<file path="config.mk">
export PLATFORM = sky130hd
export DESIGN_NAME = rev_pe_seq_ctrl
export DESIGN_NICKNAME = d
export VERILOG_FILES = /design/src/rtl/rev_pe_seq_ctrl.sv
export SDC_FILE = /design/constraint.sdc
export NUM_CORES = 1
export LEC_CHECK = 0
export ABC_CLOCK_PERIOD_IN_PS = 4900
export BUFFER_PORTS_ARGS = -buffer_cell sky130_fd_sc_hd__buf_2
export CORE_MARGIN = 3
export CORE_UTILIZATION = 50
export CTS_CLUSTER_SIZE = 30
export DETAILED_ROUTE_END_ITERATION = 10
export GPL_ROUTABILITY_DRIVEN = 0
export GPL_TIMING_DRIVEN = 0
export PLACE_DENSITY = 0.77
export SLEW_MARGIN = 0
export SYNTH_ARGS = -nofsm -noshare
export SYNTH_HDL_FRONTEND = slang
export SYNTH_SLANG_ARGS = --single-unit
export TNS_END_PERCENT = 10
</file>
<file path="constraint.sdc">
create_clock -name clk -period 4.9 [get_ports clk]
set_clock_uncertainty 0.15 [all_clocks]
set_input_delay 0.49 -clock clk [delete_from_list [all_inputs] [get_ports clk]]
set_output_delay 0.49 -clock clk [all_outputs]
set_load 0.005 [all_outputs]
</file>
<file path="src/rtl/rev_pe_seq_ctrl.sv">
// Job sequencer for the reversible multiply-add PE: issues reads, tracks tokens, strobes write-back.
// Read in cycle k gives write-back in cycle k+PIPE_LAT; no backpressure, abort flushes the in-flight tokens.
module rev_pe_seq_ctrl #(
  parameter int DATA_NUM  = 16,
  parameter int ADDR_W    = $clog2(DATA_NUM),
  parameter int PIPE_LAT  = 3,
  parameter int ERR_CNT_W = 8
) (
  input  logic                 clk,
  input  logic                 rst_n,
  input  logic                 start,
  input  logic                 abort,
  input  logic [ADDR_W:0]      len,
  input  logic                 err1_in,
  input  logic                 err2_in,
  output logic                 rd_en,
  output logic [ADDR_W-1:0]    rd_addr,
  output logic                 pe_en,
  output logic                 wb_en,
  output logic [ADDR_W-1:0]    wb_addr,
  output logic                 busy,
  output logic                 done,
  output logic                 host_rd_ok,
  output logic                 aborted,
  output logic [ERR_CNT_W-1:0] err_cnt1,
  output logic [ERR_CNT_W-1:0] err_cnt2
);

  typedef enum logic [1:0] {IDLE, RUN, DRAIN, DONE} state_t;

  state_t              state;
  logic [ADDR_W-1:0]   issue_cnt;
  logic [ADDR_W-1:0]   wb_cnt;
  logic [ADDR_W-1:0]   last_idx;
  logic [PIPE_LAT-1:0] tok;
  logic [ADDR_W:0]     len_clip;

  assign len_clip = (len > (ADDR_W+1)'(DATA_NUM)) ? (ADDR_W+1)'(DATA_NUM) : len;

  // Every output is a decode of a flop, so reset reaches the pins without a clock.
  assign rd_en      = (state == RUN);
  assign rd_addr    = issue_cnt;
  assign busy       = (state == RUN) || (state == DRAIN);
  assign pe_en      = busy;
  assign done       = (state == DONE);
  assign host_rd_ok = (state == IDLE);
  assign wb_en      = tok[PIPE_LAT-1];
  assign wb_addr    = wb_cnt;

  always_ff @(posedge clk or negedge rst_n) begin
    if (!rst_n) begin
      state     <= IDLE;
      issue_cnt <= '0;
      wb_cnt    <= '0;
      last_idx  <= '0;
      tok       <= '0;
      aborted   <= 1'b0;
      err_cnt1  <= '0;
      err_cnt2  <= '0;
    end else begin
      tok <= (tok << 1) | PIPE_LAT'(rd_en);
      if (busy && err1_in && (err_cnt1 != '1)) err_cnt1 <= err_cnt1 + 1'b1;
      if (busy && err2_in && (err_cnt2 != '1)) err_cnt2 <= err_cnt2 + 1'b1;
      if (wb_en) wb_cnt <= wb_cnt + 1'b1;

      case (state)
        IDLE: begin
          if (start && !abort && (len != '0)) begin
            state     <= RUN;
            last_idx  <= ADDR_W'(len_clip - 1'b1);
            issue_cnt <= '0;
            wb_cnt    <= '0;
            err_cnt1  <= '0;
            err_cnt2  <= '0;
            aborted   <= 1'b0;
          end
        end
        RUN: begin
          issue_cnt <= issue_cnt + 1'b1;
          if (issue_cnt == last_idx) state <= DRAIN;
        end
        DRAIN: begin
          if (wb_en && (wb_cnt == last_idx)) state <= DONE;
        end
        DONE: state <= IDLE;
        default: state <= IDLE;
      endcase

      // Abort overrides whatever transition the case above chose this cycle.
      if (abort && (state != IDLE)) begin
        state     <= IDLE;
        tok       <= '0;
        issue_cnt <= '0;
        wb_cnt    <= '0;
        aborted   <= 1'b1;
      end
    end
  end

endmodule

</file>
; After elaboration in Yosys (flattened, before gate mapping)
; Cells that the tools add are included.
[word_totals]
register_bits = 34
input_bits = 11
out_inout_bits = 31
word_cells = 68
[classes]
add_sub_neg = 5
magnitude_cmp = 1
eq_ne = 10
n_mux = 23
bitwise = 1
n_reduce_logical = 20
[ops]
columns = operator, n
row1 = $mux W8, 6
row2 = $mux W4, 7
row3 = $add A8 B1 Y8 const B, 2
row4 = $ne A8 B8 Y1 const B, 2
row5 = $ne A3 B1 Y1 const B, 3
row6 = $add A4 B1 Y4 const B, 2
row7 = $eq A4 B4 Y1, 2
row8 = $logic_and A1 B1 Y1, 8
row9 = $mux W2, 4
row10 = $pmux W2 S4, 1
row11 = $pmux W4 S2, 1
row12 = $reduce_and A2 Y1, 3
row13 = $reduce_bool A2 Y1, 3
row14 = $gt A5 B5 Y1 const B, 1
row15 = $reduce_bool A5 Y1, 1
row16 = $eq A2 B2 Y1 const B, 2
row17 = $sub A4 B1 Y4 const B, 1
row18 = $mux W1, 3
row19 = $mux W3, 1
row20 = $or A3 B1 Y3, 1
row21 = $reduce_and A3 Y1, 1
row22 = $reduce_bool A3 Y1, 1
row23 = $eq A2 B1 Y1 const B, 1
row24 = $logic_not A2 Y1, 1
row25 = 2 further kinds, 2

; Depth between registers and ports, before layout
[logic_depth]
word_depth = 7
depth_mapped = 7
mapped_depth_nobuf = 7

; Least setup slack after synthesis
; No wires, ideal clock.
[synth_timing]
path_kind = register to register
from = register state[0]
to = register err_cnt2[7]
setup_ps = 119
t_arrival_ps = 1509
required_ps = 4631
path_slack_ps = 3122
stages_incl_launch_ff = 8
n_path_buf = 0
period_less_slack_ps = 1778
cell_sequence = dfrtp_1 > inv_1 > ha_1 > nand2_1 > nor2_1 > nor4b_2 > xnor2_1 > nor2_1
[synth_via]
elab_chain_len = 7
word_cells_on_any_way = 9
classes_between = eq/ne (2) / mux (3) / reduce/logical (4)
[synth_lines]
columns = element, line
row1 = from (decl), 31  ; state_t state;
row2 = from (signal assigned), 52  ; state <= IDLE;
row3 = from (signal assigned), 69  ; state <= RUN;
row4 = from (signal assigned), 80  ; if (issue_cnt == last_idx) state <= DRAIN;
row5 = $eq A2 B1 Y1 or $eq A2 B2 Y1 (tied branches), 43  ; assign busy = (state == RUN) || (state == DRAIN);
row6 = $logic_or A1 B1 Y1 (*), 43
row7 = net busy, 21  ; output logic busy,
row8 = $logic_and A1 B1 Y1 (*) (2 in a row), 63  ; if (busy && err2_in && (err_cnt2 != '1)) err_cnt2 <= err_cnt2 + 1'b1;
row9 = $mux W8 (*), 63
row10 = $mux W8, 68  ; if (start && !abort && (len != '0)) begin
row11 = $mux W8 (*), 66  ; case (state)
row12 = to (signal assigned), 63
row13 = to (decl), 26  ; output logic [ERR_CNT_W-1:0] err_cnt2
; Mark *: on every way through the listed nets, which the timed path passes. The rest lies on a longest branch.
; A chain may end at the register's enable or synchronous reset.

; Worst setup path after layout
[layout_timing]
from = register state[0]
to = output port pe_en
[layout_via]
elab_chain_len = 2
word_cells_on_any_way = 3
classes_between = eq/ne (2) / reduce/logical (1)
[layout_lines]
columns = element, line
row1 = $eq A2 B1 Y1 or $eq A2 B2 Y1 (tied branches), 43
row2 = $logic_or A1 B1 Y1 (*), 43
row3 = to (decl), 18  ; output logic pe_en,
; Every way passes the cells marked *; elsewhere a longest branch is shown, timed or not.

==> run summary <==
status: completed
largest net degree at the start of global routing: 35
root cell of the clock tree: clkbuf_8
Slew Limit Fails: 0
GRT Total Usage: 18.9%
Slew HR: 50.6%
Ports: 42
worst r2r src: state[0]$_DFFE_PN0P_
initial antenna violation count: 0
final setup violation count: 0
Iter 0 DRT Violations: 52
row cnt: 21
Max Freq: 480 MHz
Synth Cell Area: 1880 µm²
Die X: 67.4 µm
met2 wire length: 1740 µm
layout cell share with drive strength beyond 1: 26.7%
CTS clock-pin slew for the worst setup and hold paths: 70 ps
GR Overflow Total: 0
port bufs: 41
diode count: 0
switching pwr: 0.393 mW
CTS tree: yes
CTS Hold Bufs: 0
M1 wire length: 1730 µm
Final HPWL DP: 2800 µm
# DRC: 0
number of synthesized flops with an enable pin: 0
routed len/inst: 13.1 µm
fin crit share: 42.5%
Tightest Hold Check Type: in -> async
#FFs+latches synth: 34
Seq/Total Area, Yosys: 45.2%
slowest stage cell, crit path: ha_1
dominant cell by count in the synthesized netlist: dfrtp_1
wire length on met3: 189 µm
power share of the sequential group: 38.1%
post-synth net total: 208
via density per instance: 5.21
Power Internal: 0.724 mW
Die Ht: 67.4 µm
Clock Sinks: 34
Post-layout nets: 256
sw frac: 35.2%
setup TNS: 0 ps
worst path cell trace: inv_1 -> ha_1 -> buf_4 -> buf_2
Syn Area/Cell: 10.0 µm²
Commonest cells post-synth: dfrtp_1 (34), nor2_1 (28), nand2_1 (16), xor2_1 (13), xnor2_1 (10)
VDD IR-drop max: 0.261 mV
hold slack: 114 ps
MaxCap Viol Count: 0
PostCTS Resize Cnt: 0
Max FO, Critical Path: 7
RSZ-0062 raised after global routing: no
drt first pass iters: 4
PD cells: 494 nW/µm²
core area: 3470 µm²
Clock Latency Late Sink: 280 ps
vias in the first global route: 1383
CTS Buffer Depth: 2
final hold violations: 0
H-tree levels: 2
Leak: 1.13 nW
Final min period: 2080 ps
setup repair bufs after CTS: 0
post-synthesis cell count: 188
arrival time worst endpoint: 1440 ps
Synth cell types: 41
DR top layer: met4
Layout area overhead: 19.9%
Starting Density: 54.3%
worst-margin pin slew: 741 ps
Synth warnings: 0
Logic pwr share: 38.6%
CP top delay family: adder cells
Area contributors post-synth: dfrtp_1 (45%), xor2_1 (6.0%), ha_1 (6.0%)
die area: 4540 µm²
crit start category: flip-flop
vias: 1469
Num CTS Buffers: 5
Buf/Inv on CP: 3
Setup CP Type: reg -> out
clock power share: 23.2%
cell taking the most area after synthesis: dfrtp_1
Antenna Nets Post-Route: 0
ys flop type: dfrtp_1
CP peak stage delay: 420 ps
WP data required: 4260 ps
CP Capture Type: output port
first-pass GRT wire length: 6350 µm
Routed WL: 3690 µm
share of the synthesized area in the top cell type: 45.2%
crit path from: state[0]$_DFFE_PN0P_
Post-synth ARST share: 100%
==> power by group through the flow <==
stage	Clock, mW	Combinational, mW	Sequential, mW
final	0.259	0.432	0.426
after CTS	0.263	0.440	0.427
after global placement	0	0.425	0.430
after global routing	0.280	0.492	0.439
after floorplan	0	0.299	0.423
after detailed placement	0	0.435	0.432
==> area by class of cell <==
| class | count | area, µm² |
|---|---|---|
| plain buffers | 4 | 33.8 |
| clock buffers | 6 | 82.6 |
| clock inverters | 1 | 30.0 |
| fillers | 304 | 1210 |
| inverters | 8 | 30.0 |
| multi-input cells | 142 | 970 |
| flip-flops and latches | 34 | 851 |
| well taps | 46 | 57.6 |
| repair buffers | 41 | 205 |
==> placed cells by master, fill, tap and decap left out, types with 2 or more instances in the layout <==
cell type,instances
a21o_1,2
a21oi_1,5
a31oi_1,2
and2_1,2
and3_1,4
buf_2,41
buf_4,3
clkbuf_8,6
dfrtp_1,34
ha_1,9
inv_1,8
mux2i_1,5
nand2_1,16
nand2b_1,2
nand3_1,7
nand3b_1,3
nand4_1,2
nor2_1,28
nor2b_1,2
nor3_1,5
o21ai_0,5
o311a_1,2
xnor2_1,10
xor2_1,13
==> worst register-to-register path: cells and delay by family, from the launching register on <==
kind          cells  cell delay, ps
xor+xnor          1             150
fa+ha+maj         1             450
buf+inv           1              70
flops             1             380
simple gates      4             680
==> state kept, by name, indices dropped and copies added, names as in the netlist <==
register and flops:
err_cnt1 8, err_cnt2 8, last_idx 4, rd_addr 4, wb_addr 4, tok 3, state 2, aborted 1
==> metrics by stage <==
stage	worst slack (ps)	std cells	instance area (µm²)	util, %	power [mW]
after floorplan	3120	188	1880	-	0.722
after global placement	2900	275	2150	61.9	0.855
after detailed placement	2910	275	2150	61.9	0.867
after CTS	2790	282	2260	65.2	1.13
after global routing	2720	282	2260	65.2	1.21
final	2820	282	2260	65.2	1.12
==> logic make-up (layout without fill, tap and decap cells) <==
group                    Yosys count  in the layout  synth area share [%]
adder cells (fa/ha/maj)            9              9                  5.98
flip-flops                        34             34                  45.2
multiplexers                       5              5                  2.66
buffers and inverters             12             60                  3.39
XOR/XNOR                          23             23                  10.7
AND/OR/NAND/NOR                   79             79                  21.9
AO/OA/AOI/OAI                     26             26                  10.2
==> per-layer routing <==
layer	up-vias	global-route usage (%)
met5	-	0
met4	0	6.08
met3	4	4.66
met2	33	30.8
met1	691	24.6
li1	741	-
==> worst paths after layout <==
kind / endpoint / slack (ps) / cells past startpoint
worst max-delay path: pe_en / 2820 / 4
worst min-delay path: last_idx[0]$_DFFE_PN0P_ / 110 / 1
worst max register to register: err_cnt2[7]$_DFF_PN0_ / 2900 / 7
worst min register to register: tok[1]$_DFF_PN0_ / 290 / 1
max in group asynchronous: state[0]$_DFFE_PN0P_ / 4010 / 1
min in group clk: last_idx[0]$_DFFE_PN0P_ / 270 / 2
(Power assumes the default switching activity.)
